===== config.mk =====
export PLATFORM = sky130hd
export DESIGN_NAME = alu_arbiter
export DESIGN_NICKNAME = d
export VERILOG_FILES = /design/src/rtl/alu_arbiter.sv
export SDC_FILE = /design/constraint.sdc
export NUM_CORES = 1
export LEC_CHECK = 0
export CORE_UTILIZATION = 40
export DETAILED_ROUTE_END_ITERATION = 10
export MAX_ROUTING_LAYER = met4
export PLACE_DENSITY = 0.83
export SYNTH_ARGS = -nofsm -noshare
export SYNTH_HDL_FRONTEND = slang
export SYNTH_SLANG_ARGS = --single-unit
export TNS_END_PERCENT = 20

===== constraint.sdc =====
create_clock -name clk -period 2.4 [get_ports clk]
set_clock_uncertainty 0.2 [all_clocks]
set_input_delay 0.48 -clock clk [delete_from_list [all_inputs] [get_ports clk]]
set_output_delay 0.48 -clock clk [all_outputs]
set_load 0.02 [all_outputs]

===== src/rtl/alu_arbiter.sv =====
// alu_arbiter: two-requester round-robin front end for a shared external ALU.
// Optional feature macro: ALU_ARB_OPCHECK_EN rejects opcodes 0 and 7 with an
// err-qualified done and leaves the ALU drive untouched.
module alu_arbiter (
  input  logic        clk,
  input  logic        rstn,
  input  logic        req0,
  input  logic        req1,
  input  logic [2:0]  op0,
  input  logic [2:0]  op1,
  input  logic [15:0] a0,
  input  logic [15:0] b0,
  input  logic [15:0] a1,
  input  logic [15:0] b1,
  input  logic [15:0] alu_c,
  input  logic        alu_z,
  output logic        gnt0,
  output logic        gnt1,
  output logic        done0,
  output logic        done1,
  output logic [15:0] result,
  output logic        zero,
  output logic        err,
  output logic        busy,
  output logic [15:0] alu_a,
  output logic [15:0] alu_b,
  output logic [2:0]  alu_op
);

  // REJECT is only reachable when opcode checking is compiled in.
  typedef enum logic [1:0] {IDLE, DRIVE, SETTLE, REJECT} state_t;

  state_t state, next_state;
  logic   ptr;
  logic   owner;
  logic   win;
  logic   start;
  logic   illegal_op;

  // Contest winner: the pointer decides ties, otherwise the lone requester wins.
  assign win = (req0 & req1) ? ptr : req1;

`ifdef ALU_ARB_OPCHECK_EN
  logic [2:0] win_op;
  assign win_op     = win ? op1 : op0;
  assign illegal_op = (win_op == 3'd0) || (win_op == 3'd7);
`else
  assign illegal_op = 1'b0;
`endif

  assign busy = (state != IDLE);

  // State register with synchronous active-low reset.
  always_ff @(posedge clk) begin
    if (!rstn) state <= IDLE;
    else       state <= next_state;
  end

  // Next-state decode; start marks the cycle in which a request is accepted.
  always_comb begin
    next_state = state;
    start      = 1'b0;
    case (state)
      IDLE: begin
        if (req0 | req1) begin
          start      = 1'b1;
          next_state = illegal_op ? REJECT : DRIVE;
        end
      end
      DRIVE:   next_state = SETTLE;
      SETTLE:  next_state = IDLE;
      REJECT:  next_state = IDLE;
      default: next_state = IDLE;
    endcase
  end

  // Grant/done pulses, pointer update, ALU drive capture and result capture.
  always_ff @(posedge clk) begin
    if (!rstn) begin
      ptr    <= 1'b0;
      owner  <= 1'b0;
      gnt0   <= 1'b0;
      gnt1   <= 1'b0;
      done0  <= 1'b0;
      done1  <= 1'b0;
      result <= 16'h0000;
      zero   <= 1'b0;
      alu_a  <= 16'h0000;
      alu_b  <= 16'h0000;
      alu_op <= 3'd0;
    end else begin
      gnt0  <= 1'b0;
      gnt1  <= 1'b0;
      done0 <= 1'b0;
      done1 <= 1'b0;
      if (start) begin
        ptr   <= ~win;
        owner <= win;
        gnt0  <= ~win;
        gnt1  <= win;
        if (!illegal_op) begin
          alu_a  <= win ? a1 : a0;
          alu_b  <= win ? b1 : b0;
          alu_op <= win ? op1 : op0;
        end
      end
      if (state == SETTLE) begin
        result <= alu_c;
        zero   <= alu_z;
      end
      if (state == SETTLE || state == REJECT) begin
        done0 <= ~owner;
        done1 <= owner;
      end
    end
  end

`ifdef ALU_ARB_OPCHECK_EN
  // err accompanies the done pulse that closes a rejected operation.
  always_ff @(posedge clk) begin
    if (!rstn) err <= 1'b0;
    else       err <= (state == REJECT);
  end
`else
  assign err = 1'b0;
`endif

endmodule


Word level (Yosys, flattened, before mapping)
Index checks and enable logic that the tools add are counted.

operators by class
  equal/unequal tests = 4
  muxes and demuxes = 8
  bitwise gates (word level) = 4
  reduce and logical (&&, ||, !) cells = 6

operators with widths
  operator                                                          count
  16-bit 2-to-1 mux                                                 2
  2-bit case mux with 3 select lines                                1
  2-bit == test (second input constant)                             2
  2-bit AND reduction                                               2
  1-bit 2-to-1 mux                                                  3
  3-bit 2-to-1 mux                                                  1
  2-bit by 1-bit == test with 1-bit output (second input constant)  1
  2-bit logical NOT                                                 1
  2-bit 2-to-1 mux                                                  1
  2-bit != test (second input constant)                             1
  1-bit NOT                                                         2
  2-bit nonzero test                                                1
  2-bit OR reduction                                                1
  1-bit bitwise AND                                                 1
  1-bit logical OR                                                  1
  1-bit OR                                                          1

storage, ports and cells
  bits in registers = 60
  input bits = 91

Logic depth before layout (Yosys ltp)
  depth in word-level cells = 4
  mapped depth = 5
  gate-level depth less buffers = 4

Least setup slack after synthesis
OpenSTA, ideal clock, no wires.

  path kind = input port to flip-flop
  from = in req1
  to = reg alu_a[3]
  library setup time = 0.122 ns
  arrival = 1.276 ns
  data required time = 2.078 ns
  slack = 0.803 ns
  cell stages on the path = 4
  buffers on the path = 2
  cell sequence = buf_4 > clkbuf_1 > a21boi_0 > o311a_1

between the ends
  longest elaborated chain between the ends = 3

ends and longest elaborated chain
  item                                                          RTL line  RTL
  from (decl)                                                   8         input logic req1,
  1-bit bitwise AND / 1-bit OR (equally long branches)          41, 65
  1-bit 2-to-1 mux, on equally long branches                    41, 65
  16-bit 2-to-1 mux / 1-bit 2-to-1 mux (equally long branches)  102, 63
  to (signal assigned)                                          102       alu_a <= win ? a1 : a0;
  to (decl)                                                     25        output logic [15:0] alu_a,

Parallel ways exist; a longest one is shown, timed or not.
A chain may end at the register's enable or synchronous reset.

Worst setup path in the final report
  from = reg state[1]
  to = out busy

between the ends
  longest elaborated chain between the ends = 1

ends and longest elaborated chain
  item                    RTL line  RTL
  from (decl)             33        state_t state, next_state;
  from (signal assigned)  56        else state <= next_state;
  2-bit nonzero test      51        assign busy = (state != IDLE);
  to (decl)               24        output logic busy,

Every way passes these cells.

==> summary.md <==
| Metric | Value |
|---|---|
| Layout cells sized above 1 | `around 7.6%` |
| Area Overhead vs Synth | `61.6%` |
| Core Footprint | `6790 um^2` |
| Leakage | `1.88 nW` |
| Cts hold-fix bufs | `0` |
| DR vias/cell | `5.42` |
| Detailed placement HPWL | `5570 um` |
| RSZ-0062 raised after global routing | `no` |
| Commonest non-fill, non-tap cell in the layout | `clkdlybuf4s50_1` |
| Fin. max-slew vios | `0` |
| Final Core Density | `67.2%` |
| Final setup violation count | `0` |
| Crit end category | `output port` |
| Sinks on the clock net | `60` |
| Critical path type | `reg -> out` |
| Routability Congestion | `just over 0.7` |
| P per Cell Area | `653 nW/um^2` |
| CP arrival | `1.54 ns` |
| Setup tns final | `0 ns` |
| Top-level I/O count | `approximately 150` |
| FF+latch area | `1200 um^2` |
| Syn Inst Count | `just over 300` |
| F_max | `450 MHz` |
| CTS root buf | `clkbuf_8` |
| Worst setup SP type | `register` |
| First-pass GRT wire length | `13400 um` |
| Synth Register Bits | `60` |
| Final WL | `8220 um` |
| Most frequent cells in the layout | `clkdlybuf4s50_1, dfxtp_1, and3_1, nand2_1` |
| Antenna diodes | `0` |
| CTS tree | `built` |
| Sequential fraction of the synthesis area | `42.5%` |
| Post-CTS resize count | `0` |
| Chip width | `86.0 um` |
| Hold path start | `owner$_SDFFE_PN0P_` |
| Initial DRC count | `between 100 and 150` |
| Reg-to-Reg Start | `state[1]$_SDFFE_PN0P_` |
| Wl on met1 | `3670 um` |
| Num CTS Buffers | `9` |
| Synthesized cell area | `about 2800 um^2` |
| Detail Route met2 WL | `3870 um` |
| Post CTS Setup Buffer Count | `0` |
| Total Routing Usage GR | `23.4%` |
| Crit-path slowest cell | `clkdlybuf4s50_1` |
| Die Y-Extent | `86.0 um` |
| Routed vias | `2952` |
| Synthesized net count | `400` |
| Max Fanout on Critical Path | `6` |
| Slew HR | `59.9%` |
| CP max stage delay | `about 0.62 ns` |
| Hold Crit Class | `reg -> reg` |
| Vias in the first global route | `2841` |
| Nets | `about 540` |
| Final Hold Fails | `0` |
| Tmin final | `around 2.2 ns` |
| Top sig layer | `met4` |
| Final Cycle Share | `between 90 and 100%` |
| Clock buffer depth | `2` |
| Maxcap violations | `0` |
| Setup WS post-layout | `roughly 0.18 ns` |
| Standard-cell rows | `30` |
| Yosys warns | `0` |
| Pre-CTS WS | `0.213 ns` |
| Fin cells | `roughly 550` |
| Starting Density | `approximately two fifths` |
| Clk slew on worst S/H paths | `0.06 ns` |
| TritonRoute pass-1 iters | `4` |
| Synth unique cells | `25` |
| Clk_lat worst skew | `0.32 ns` |
| H-tree lvl count | `3` |
| Met3 wire length | `between 500 and 600 um` |
| Multi-input combinational cell area | `around 1400 um^2` |
| Initial antenna violation count | `0` |
| Hold WS | `0.246 ns` |
| Number of I/O port buffers | `147` |
| Placed cell count | `~530` |
| Slew @ Worst Pin | `0.601 ns` |
| Largest net degree at the start of global routing | `47` |
| Overflow left after global routing | `0` |
| Wirelength per Cell | `15.1 um` |
| Peak supply drop | `0.000351 V` |
| Die ar. | `between 7000 and 8000 um^2` |
| Req. time, crit path | `1.72 ns` |
| Outcome | `finished, final reports clean` |
| Fillers | `548` |
| Post-route ant nets | `0` |
| DRC viols | `0` |
| Critical Path Start | `state[1]$_SDFFE_PN0P_` |
| Crit path cell chain | `nor2_4 -> inv_2 -> clkdlybuf4s50_1` |
| Syn avg cell area | `9.14 um^2` |
-- cell type report --
| cell class | count | share of cell area, % |
|---|---|---|
| well taps | 96 | 2.63 |
| repair buffers | 160 | 34.5 |
| clock inverters | 3 | 1.48 |
| multi-input cells | 211 | 31.2 |
| inverters | 2 | 0.164 |
| clock buffers | 13 | 3.70 |
| flip-flops and latches | 60 | 26.3 |
-- through the flow --
step / instance area, um^2 / power (mW)
5_1_grt: 4570 / 3.12
3_5_place_dp: 4330 / 1.94
6_report: 4570 / 2.98
4_1_cts: 4570 / 3.01
3_3_place_gp: 4330 / 1.93
2_1_floorplan: 2830 / 1.56
-- final timing paths --
kind / to / slack (ns) / cells after the start
worst max register to register: alu_a[3]$_SDFFE_PN0P_ / 0.83 / 4
worst min register to register: done0$_SDFF_PN0_ / 0.25 / 1
worst min-delay path: done0$_SDFF_PN0_ / 0.25 / 1
worst max-delay path: busy / 0.18 / 3
-- sequential cells by signal, indices dropped and copies added, names as in the netlist --
register and cells:
alu_b 16, alu_a 16, done0 1, done1 1
result 16, alu_op 3, owner 1, gnt1 1
state 2, ptr 1, gnt0 1, zero 1
-- where the power goes --
part / internal [mW] / total [mW] / switching (mW)
Sequential: 1.08 / 1.14 / 0.0507
Combinational: 0.428 / 0.784 / 0.356
Clock: 0.671 / 1.06 / 0.390
-- cells in the mapped netlist --
library cell   n  share of area (%)
nor2_4         1               0.40
nand2_1       36                4.8
o21ai_2        1               0.31
dfxtp_1       60                 43
o21ai_0        1               0.18
a311oi_1       1               0.31
nand2b_1       2               0.44
buf_4          3               0.80
a21boi_0      35                9.3
nor2_2         1               0.22
nor2_1         4               0.53
o21bai_1      35                9.3
inv_2          1               0.13
clkbuf_1      14                1.9
nor2b_1        1               0.22
inv_1          1               0.13
buf_6          4                1.6
and3_1        36                8.0
buf_2         14                2.5
clkbuf_2       1               0.18
a21oi_1       19                3.4
a211oi_1       1               0.27
o311a_1       35                 12
conb_1         1               0.13
nand3_1        1               0.18
-- routing by layer --
layer,up-vias,GRT usage [%]
met5,-,-
met4,0,10.9
met3,14,4.81
met2,124,35.9
met1,1403,29.5
li1,1411,-
-- worst max-delay path, delay by kind of cell (launching register included) --
family | cells | cell delay [ns]
and+or+nand+nor | 1 | 0.09
DFF | 1 | 0.45
buffers and inverters | 2 | 0.68
-- logic make-up (layout without fill, tap and decap cells) --
kind of cell / after synthesis / in the layout / share of synthesized area [%]
other cells: 1 / 1 / 0.133
buf+inv: 38 / 178 / 7.17
simple gates: 82 / 82 / 14.7
compound gates: 128 / 128 / 35.4
flops: 60 / 60 / 42.5
No activity file was read; power rests on OpenSTA's default activity.
